--- src/rtl/shift_reg_universal.sv ---
// Universal WIDTH-bit register: load, toggle, JK update, and shift/rotate that moves one bit per clock.
// The completion handshake is Busy/Done. Clr is synchronous, and Reset_n clears everything asynchronously.
module shift_reg_universal #(
    parameter int WIDTH = 8,
    parameter int AMT_W = $clog2(WIDTH) + 1
) (
    input  logic             Clk,
    input  logic             Reset_n,
    input  logic             Start,
    input  logic [2:0]       Op,
    input  logic [WIDTH-1:0] D,
    input  logic [WIDTH-1:0] K,
    input  logic [AMT_W-1:0] Amt,
    input  logic             Sin,
    input  logic             Clr,
    output logic [WIDTH-1:0] Q,
    output logic [WIDTH-1:0] Qbar,
    output logic             Sout,
    output logic             Busy,
    output logic             Done
);
    typedef enum logic {IDLE = 1'b0, SHIFT = 1'b1} state_t;

    localparam logic [2:0] OP_HOLD = 3'b000;
    localparam logic [2:0] OP_LOAD = 3'b001;
    localparam logic [2:0] OP_SHL  = 3'b010;
    localparam logic [2:0] OP_SHR  = 3'b011;
    localparam logic [2:0] OP_ROL  = 3'b100;
    localparam logic [2:0] OP_ROR  = 3'b101;
    localparam logic [2:0] OP_TOG  = 3'b110;
    localparam logic [2:0] OP_JK   = 3'b111;

    localparam logic [AMT_W-1:0] AMT_MAX = AMT_W'(WIDTH);
    localparam logic [AMT_W-1:0] AMT_ONE = AMT_W'(1);

    state_t           state_q, state_d;
    logic [WIDTH-1:0] q_q, q_d;
    logic             sout_q, sout_d;
    logic             done_q, done_d;
    logic [2:0]       op_q, op_d;
    logic [AMT_W-1:0] rem_q, rem_d;

    logic [2:0]       step_op;
    logic [WIDTH-1:0] step_q;
    logic             step_sout;
    logic [AMT_W-1:0] n_amt;

    assign n_amt = (Amt > AMT_MAX) ? AMT_MAX : Amt;

    // One-bit move. In IDLE it uses the live Op for the accept edge; after that it uses the latched op.
    always_comb begin
        step_op   = (state_q == SHIFT) ? op_q : Op;
        step_q    = q_q;
        step_sout = sout_q;
        case (step_op)
            OP_SHL: begin step_q = {q_q[WIDTH-2:0], Sin};      step_sout = q_q[WIDTH-1]; end
            OP_SHR: begin step_q = {Sin, q_q[WIDTH-1:1]};      step_sout = q_q[0];       end
            OP_ROL: begin step_q = {q_q[WIDTH-2:0], q_q[WIDTH-1]}; step_sout = q_q[WIDTH-1]; end
            OP_ROR: begin step_q = {q_q[0], q_q[WIDTH-1:1]};   step_sout = q_q[0];       end
            default: ;
        endcase
    end

    always_comb begin
        state_d = state_q;
        q_d     = q_q;
        sout_d  = sout_q;
        done_d  = 1'b0;
        op_d    = op_q;
        rem_d   = rem_q;
        if (Clr) begin
            state_d = IDLE;
            q_d     = '0;
            sout_d  = 1'b0;
            rem_d   = '0;
        end else if (state_q == IDLE) begin
            if (Start) begin
                op_d   = Op;
                done_d = 1'b1;
                case (Op)
                    OP_HOLD: ;
                    OP_LOAD: q_d = D;
                    OP_TOG:  q_d = q_q ^ D;
                    OP_JK:   q_d = (D & ~q_q) | (~K & q_q);
                    OP_SHL, OP_SHR, OP_ROL, OP_ROR: begin
                        if (n_amt != '0) begin
                            q_d    = step_q;
                            sout_d = step_sout;
                            if (n_amt != AMT_ONE) begin
                                state_d = SHIFT;
                                rem_d   = n_amt - AMT_ONE;
                                done_d  = 1'b0;
                            end
                        end
                    end
                    default: ;
                endcase
            end
        end else begin
            q_d    = step_q;
            sout_d = step_sout;
            rem_d  = rem_q - AMT_ONE;
            if (rem_q == AMT_ONE) begin
                state_d = IDLE;
                done_d  = 1'b1;
            end
        end
    end

    always_ff @(posedge Clk or negedge Reset_n) begin
        if (!Reset_n) begin
            state_q <= IDLE;
            q_q     <= '0;
            sout_q  <= 1'b0;
            done_q  <= 1'b0;
            op_q    <= '0;
            rem_q   <= '0;
        end else begin
            state_q <= state_d;
            q_q     <= q_d;
            sout_q  <= sout_d;
            done_q  <= done_d;
            op_q    <= op_d;
            rem_q   <= rem_d;
        end
    end

    assign Q    = q_q;
    assign Qbar = ~q_q;
    assign Sout = sout_q;
    assign Busy = (state_q == SHIFT);
    assign Done = done_q;
endmodule

--- config.mk ---
export PLATFORM = sky130hd
export DESIGN_NAME = shift_reg_universal
export DESIGN_NICKNAME = d
export VERILOG_FILES = /design/src/rtl/shift_reg_universal.sv
export SDC_FILE = /design/constraint.sdc
export NUM_CORES = 1
export LEC_CHECK = 0
export CAP_MARGIN = 25
export CORE_ASPECT_RATIO = 0.6
export CORE_MARGIN = 10
export CORE_UTILIZATION = 45
export CTS_BUF_LIST = sky130_fd_sc_hd__clkbuf_4 sky130_fd_sc_hd__clkbuf_8
export CTS_CLUSTER_DIAMETER = 100
export DETAILED_ROUTE_END_ITERATION = 10
export PLACE_DENSITY = 0.8
export SYNTH_ARGS = -nofsm -noshare
export SYNTH_HDL_FRONTEND = slang
export SYNTH_SLANG_ARGS = --single-unit
--- constraint.sdc ---
create_clock -name Clk -period 4.15 [get_ports Clk]
set_input_delay 0.83 -clock Clk [delete_from_list [all_inputs] [get_ports Clk]]
set_output_delay 0.83 -clock Clk [all_outputs]
set_load 0.02 [all_outputs]
* Word level (Yosys, flattened, before mapping) *
Cells that the tools add are included.

cells by class
  mux-type cells = 34
  eq/ne operators = 14
  bitwise operators = 8
  reductions and logical operators = 13
  add/sub/neg operators = 2
  order comparisons = 1

operators by type and width
  operator               count
  $pmux W8 S4            2
  $mux W8                4
  $mux W4                7
  $mux W1                19
  $eq A3 B3 Y1 const B   6
  $and A8 B8 Y8          2
  $not A8 Y8             2
  $eq A3 B2 Y1 const B   4
  $reduce_bool A3 Y1     4
  $reduce_and A3 Y1      3
  $or A8 B8 Y8           1
  $sub A4 B1 Y4 const B  2
  $xor A8 B8 Y8          1
  $reduce_bool A6 Y1     1
  $eq A4 B1 Y1 const B   1
  $gt A4 B4 Y1 const B   1
  $ne A4 B1 Y1 const B   1
  $ne A4 B4 Y1 const B   1
  $reduce_and A4 Y1      1
  $reduce_bool A4 Y1     1
  $reduce_or A2 Y1       2
  $reduce_or A4 Y1       1
  $eq A3 B1 Y1 const B   1
  $mux W3                1
  other kinds (2)        3

word-level totals
  output and inout port bits = 19
  word-level logic and storage cells = 78
  flip-flop bits (word level) = 18

* Longest topological paths before layout *
  depth in word-level cells = 9
  depth in mapped cells = 7
  mapped depth without buffers = 7

* Least setup slack after synthesis *
OpenSTA, ideal clock, no wires.

  kind = input-to-reg
  start point = input Amt[3]
  end point = register q_q[1], in the netlist Q[1]
  cell stages on the path = 6
  path buffers = 0
  data arrival time = 2.172 ns
  slack = 1.885 ns
  setup time = 0.094 ns
  path through = nand2b_1 ha_1 or3b_1 o21a_1 a31o_1 a221oi_2

on the way
  cells in the longest elaborated chain, start to end = 5

RTL lines
  what                                  line  source
  start, declared                       13    input logic [AMT_W-1:0] Amt,
  $gt A4 B4 Y1                          48    assign n_amt = (Amt > AMT_MAX) ? AMT_MAX : Amt;
  $mux W4 *                             48
  $reduce_bool A4 Y1 *                  86    if (n_amt != '0) begin
  $ne A4 B4 Y1 (no source line) *       n/a
  $reduce_and A3 Y1 (no source line) *  n/a
  end signal, assigned                  120   q_q <= q_d;
  end, declared                         37    logic [WIDTH-1:0] q_q, q_d;

Mark *: on every way between the ends. The rest lies on a longest branch, timed or not.
A chain may end at the register's enable or synchronous reset.

* Final worst setup path *
  start point = input Amt[3]
  end point = register q_q[2], in the netlist Q[2]

Same word-level chain as after synthesis.

==> impl_summary.md <==
Die
The number of standard-cell rows in the floorplan is 17. The die covers 6880 µm². The core area is 3720 µm². The vertical die dimension is 68.4 µm. The die boundary width is 101 µm. For this configuration, the core starts out at a cell density of 0.472. For this design the top-level I/O count stands at 47.

Worst setup path
By startpoint and endpoint, the worst setup path is classified as in -> reg. Tracing the worst setup path back leads to its startpoint at Amt[3]. The capture point of the worst path is Q[2]$_DFFE_PN0P_. The largest fanout of any net on the critical path is 8. The worst flop-to-flop path startpoint is Busy$_DFF_PN0_. The number of buffers and inverters on the critical path is 1. Traced cell by cell, the critical path runs through clkdlybuf4s50_1, nand2b_1, ha_1, or3b_1, o2111ai_2, a311oi_1, a221o_1.

The register-to-register path setup slack is 1.87 ns. Data on the critical path is required at its endpoint by 4.29 ns. On the critical path, the stage with the largest delay is an instance of sky130_fd_sc_hd__clkdlybuf4s50_1. The category of cells accounting for the largest share of critical-path delay is compound AO/OA/AOI/OAI gates. The data arrival time of the critical path is 2.98 ns. The number of logic stages on the critical path including buffering is 7. The endpoint kind of the worst setup timing path is a flip-flop. The category of the worst setup path launch point is an input pin.

For this run, the slowest stage of the critical path takes 0.59 ns. In this run the critical register-to-register path is captured at Q[6]$_DFFE_PN0P_. Counting cells, the worst reg-to-reg path comes to 5.

Yosys
Of the total synthesized cell area, the portion taken by AND, OR, NAND and NOR gates is 0.181. The share of the Yosys chip area taken by registers is 0.256. The post-synthesis cell area is 1760 µm². The main combinational cell family by area after synthesis is compound AO/OA/AOI/OAI gates. Of the total synthesized cell area, the portion taken by XOR and XNOR cells is 0.0377. The number of warnings reported in the yosys synthesis log is 0. The post-synthesis async set-or-reset flop share is 1.00. The synthesized-area fraction occupied by ao, oa, aoi and oai cells is 0.253. The count of mapped cells out of synthesis is 190. The predominant post-synthesis flop cell is sky130_fd_sc_hd__dfrtp_1.

The average size of a mapped cell is 9.25 µm². Yosys mapped a number of flops with a built-in enable equal to 0. The flop and latch count out of synthesis is 18. The arithmetic-cell share of the synthesized area counting full adders, half adders and majority gates is 0.0356.

After synthesis, the netlist uses 64 different library cells. Of the post-synthesis cell area, the part taken by muxes is 0.179. The number of nets in the synthesized netlist is 223.

Global route
The number of global-route vias before repair is 1633. Summed over all layers, the global routing overflow is 0. The first global-routing pass estimated 8790 µm of wire.

Entering global routing, the biggest net connects 21 pins. The number of antenna violations at the first check in global routing was 0. For this run, the total global-route usage over all layers was measured as 0.157.

CTS
The clock buffer count from CTS is 3. The depth of the CTS H-tree is 1. The TritonCTS sink count is 18.

The count of instances resized after the clock tree is built is 0. Clock latency on the worst-skew pair, taken at its later pin, is 0.26 ns. The buffers inserted during post-CTS setup optimization is 0.

TritonCTS built the clock tree. The number of hold buffers added after CTS was 0. The clock transition at the register clock pins on the worst setup and hold paths after CTS is 0.08 ns. No sink is reached through more buffers than the 2 on the longest clock path. The buffer type at the clock tree root is sky130_fd_sc_hd__clkbuf_8.

Final layout
The final standard cell count with taps included and fillers excluded is 282. In the layout the commonest cells are sky130_fd_sc_hd__clkdlybuf4s50_1, sky130_fd_sc_hd__mux2i_1, sky130_fd_sc_hd__dfrtp_1. The library cell used most frequently in the layout, excluding fill and tap cells, is sky130_fd_sc_hd__clkdlybuf4s50_1.

The number of nets at the end of the flow is 269. The number of antenna repair diodes is 0. The area growth from synthesis to layout is 31.1%. The final standard cell utilization of the core is 0.618.

The share of layout cells above drive strength 1 is 0.102.

Route
The first detailed-routing pass took 4 iterations. The number of vias after detailed routing is 1705. The count of routing violations after the opening detailed-route iteration is 217. The total DRC errors in the routed layout is 0. Summed over all layers, the routed wires come to 5280 µm. The average wire per cell in the routed design is 18.7 µm. The post-route antenna net violation count is 0. The routed via count divided by cell count is 6.05.

Power
The design draws 0.678 mW. Power spread over the standard cell area amounts to 294 nW/µm². The static leakage is 0.947 nW. The largest voltage drop on the vdd net is 0.183 mV.

STA
The slew at the pin with the worst max-slew slack is 0.850 ns. The count of endpoints failing hold in the final timing report is 0. The setup violation total in the final timing report is 0. The final period utilization is 0.685. The worst clock skew is 0.00651 ns. The max-slew violation count is 0. Setup repair after global routing left no endpoint under its margin.

The fmax is 352 MHz. The time the worst path needs with I/O delays and setup is 2.84 ns. The summed negative setup slack over all endpoints is 0 ns. The relative slew slack is 0.432.

Run status
The run finished with clean final reports.

Run
The tool flagged a number of max-cap violations equal to 0.

Placement
The congestion estimate from routability-driven global placement came to 0.895. Port buffering added 46 buffers. The number of placed instances, taps included, is 278. After legalization and detailed placement, the total HPWL measured 4160 µm.

Min path
The type of the most critical hold path is reg -> reg.
[worst reg2reg max path, stage by stage (launching register included)]
cell and delay, ns:
sky130_fd_sc_hd__dfrtp_1 0.66, sky130_fd_sc_hd__buf_4 0.35, sky130_fd_sc_hd__mux2i_4 0.48, sky130_fd_sc_hd__mux2i_1 0.24
sky130_fd_sc_hd__mux2i_1 0.10, sky130_fd_sc_hd__a221o_1 0.35
[Yosys cell counts (all sizes together) (5+ instances only)]
cell | instances | area, µm²
a21oi | 12 | 63.8
a221o | 5 | 50.1
a311oi | 6 | 52.6
buf | 6 | 43.8
dfrtp | 18 | 450
ha | 5 | 62.6
inv | 13 | 48.8
mux2 | 5 | 60.1
mux2i | 23 | 255
nand2 | 17 | 63.8
nand3 | 5 | 25.0
nor2 | 6 | 22.5
o21ai | 9 | 45.0
[state kept, by name (all words and copies together) (netlist names)]
signal	count
Done	1
Q	8
Busy	1
op_q	3
Sout	1
rem_q	4
[per-layer routing]
metal | vias up | wire [µm] | global-route usage
li1 | 827 | - | -
met1 | 789 | 2660 | 0.229
met2 | 85 | 2090 | 0.224
met3 | 4 | 489 | 0.0422
met4 | 0 | 48 | 0.0333
met5 | - | 0 | 0
[worst min-delay path by stage]
stage                        startpoint                   to  slack, ns  depth (start not counted)
detailed placement     Sout$_DFFE_PN0P_     Sout$_DFFE_PN0P_       0.55                          2
CTS                    Sout$_DFFE_PN0P_     Sout$_DFFE_PN0P_       0.56                          2
global route        op_q[2]$_DFFE_PN0P_  op_q[2]$_DFFE_PN0P_       0.62                          2
floorplan           op_q[2]$_DFFE_PN0P_  op_q[2]$_DFFE_PN0P_       0.52                          2
global placement       Sout$_DFFE_PN0P_     Sout$_DFFE_PN0P_       0.55                          2
finish                 Sout$_DFFE_PN0P_     Sout$_DFFE_PN0P_       0.56                          2
[where the power goes]
part	switching (mW)	total (mW)	internal [mW]
Clock	0.0647	0.149	0.0845
Combinational	0.153	0.294	0.141
Sequential	0.0388	0.235	0.196
[per-stage QoR]
step | setup WS [ns] | area, µm² | hold slack, ns
2_1_floorplan | 1.88 | 1760 | 0.523
3_3_place_gp | 1.14 | 2250 | 0.547
3_5_place_dp | 1.08 | 2250 | 0.554
4_1_cts | 1.34 | 2300 | 0.565
5_1_grt | 1.18 | 2300 | 0.623
6_report | 1.31 | 2300 | 0.556
[cell type report]
class                      count  area (µm²)
timing repair buffer          49         483
clock buffer                   4        55.1
multi-input combinational    151        1210
sequential                    18         450
inverter                      13        48.8
fill                         308        1420
tap                           47        58.8
[cells by family after synthesis]
group           count (synthesis)
buf+inv                        21
fa+ha+maj                       5
mux                            28
flops                          18
simple gates                   55
compound gates                 58
xor+xnor                        5
(Power assumes the default switching activity.)
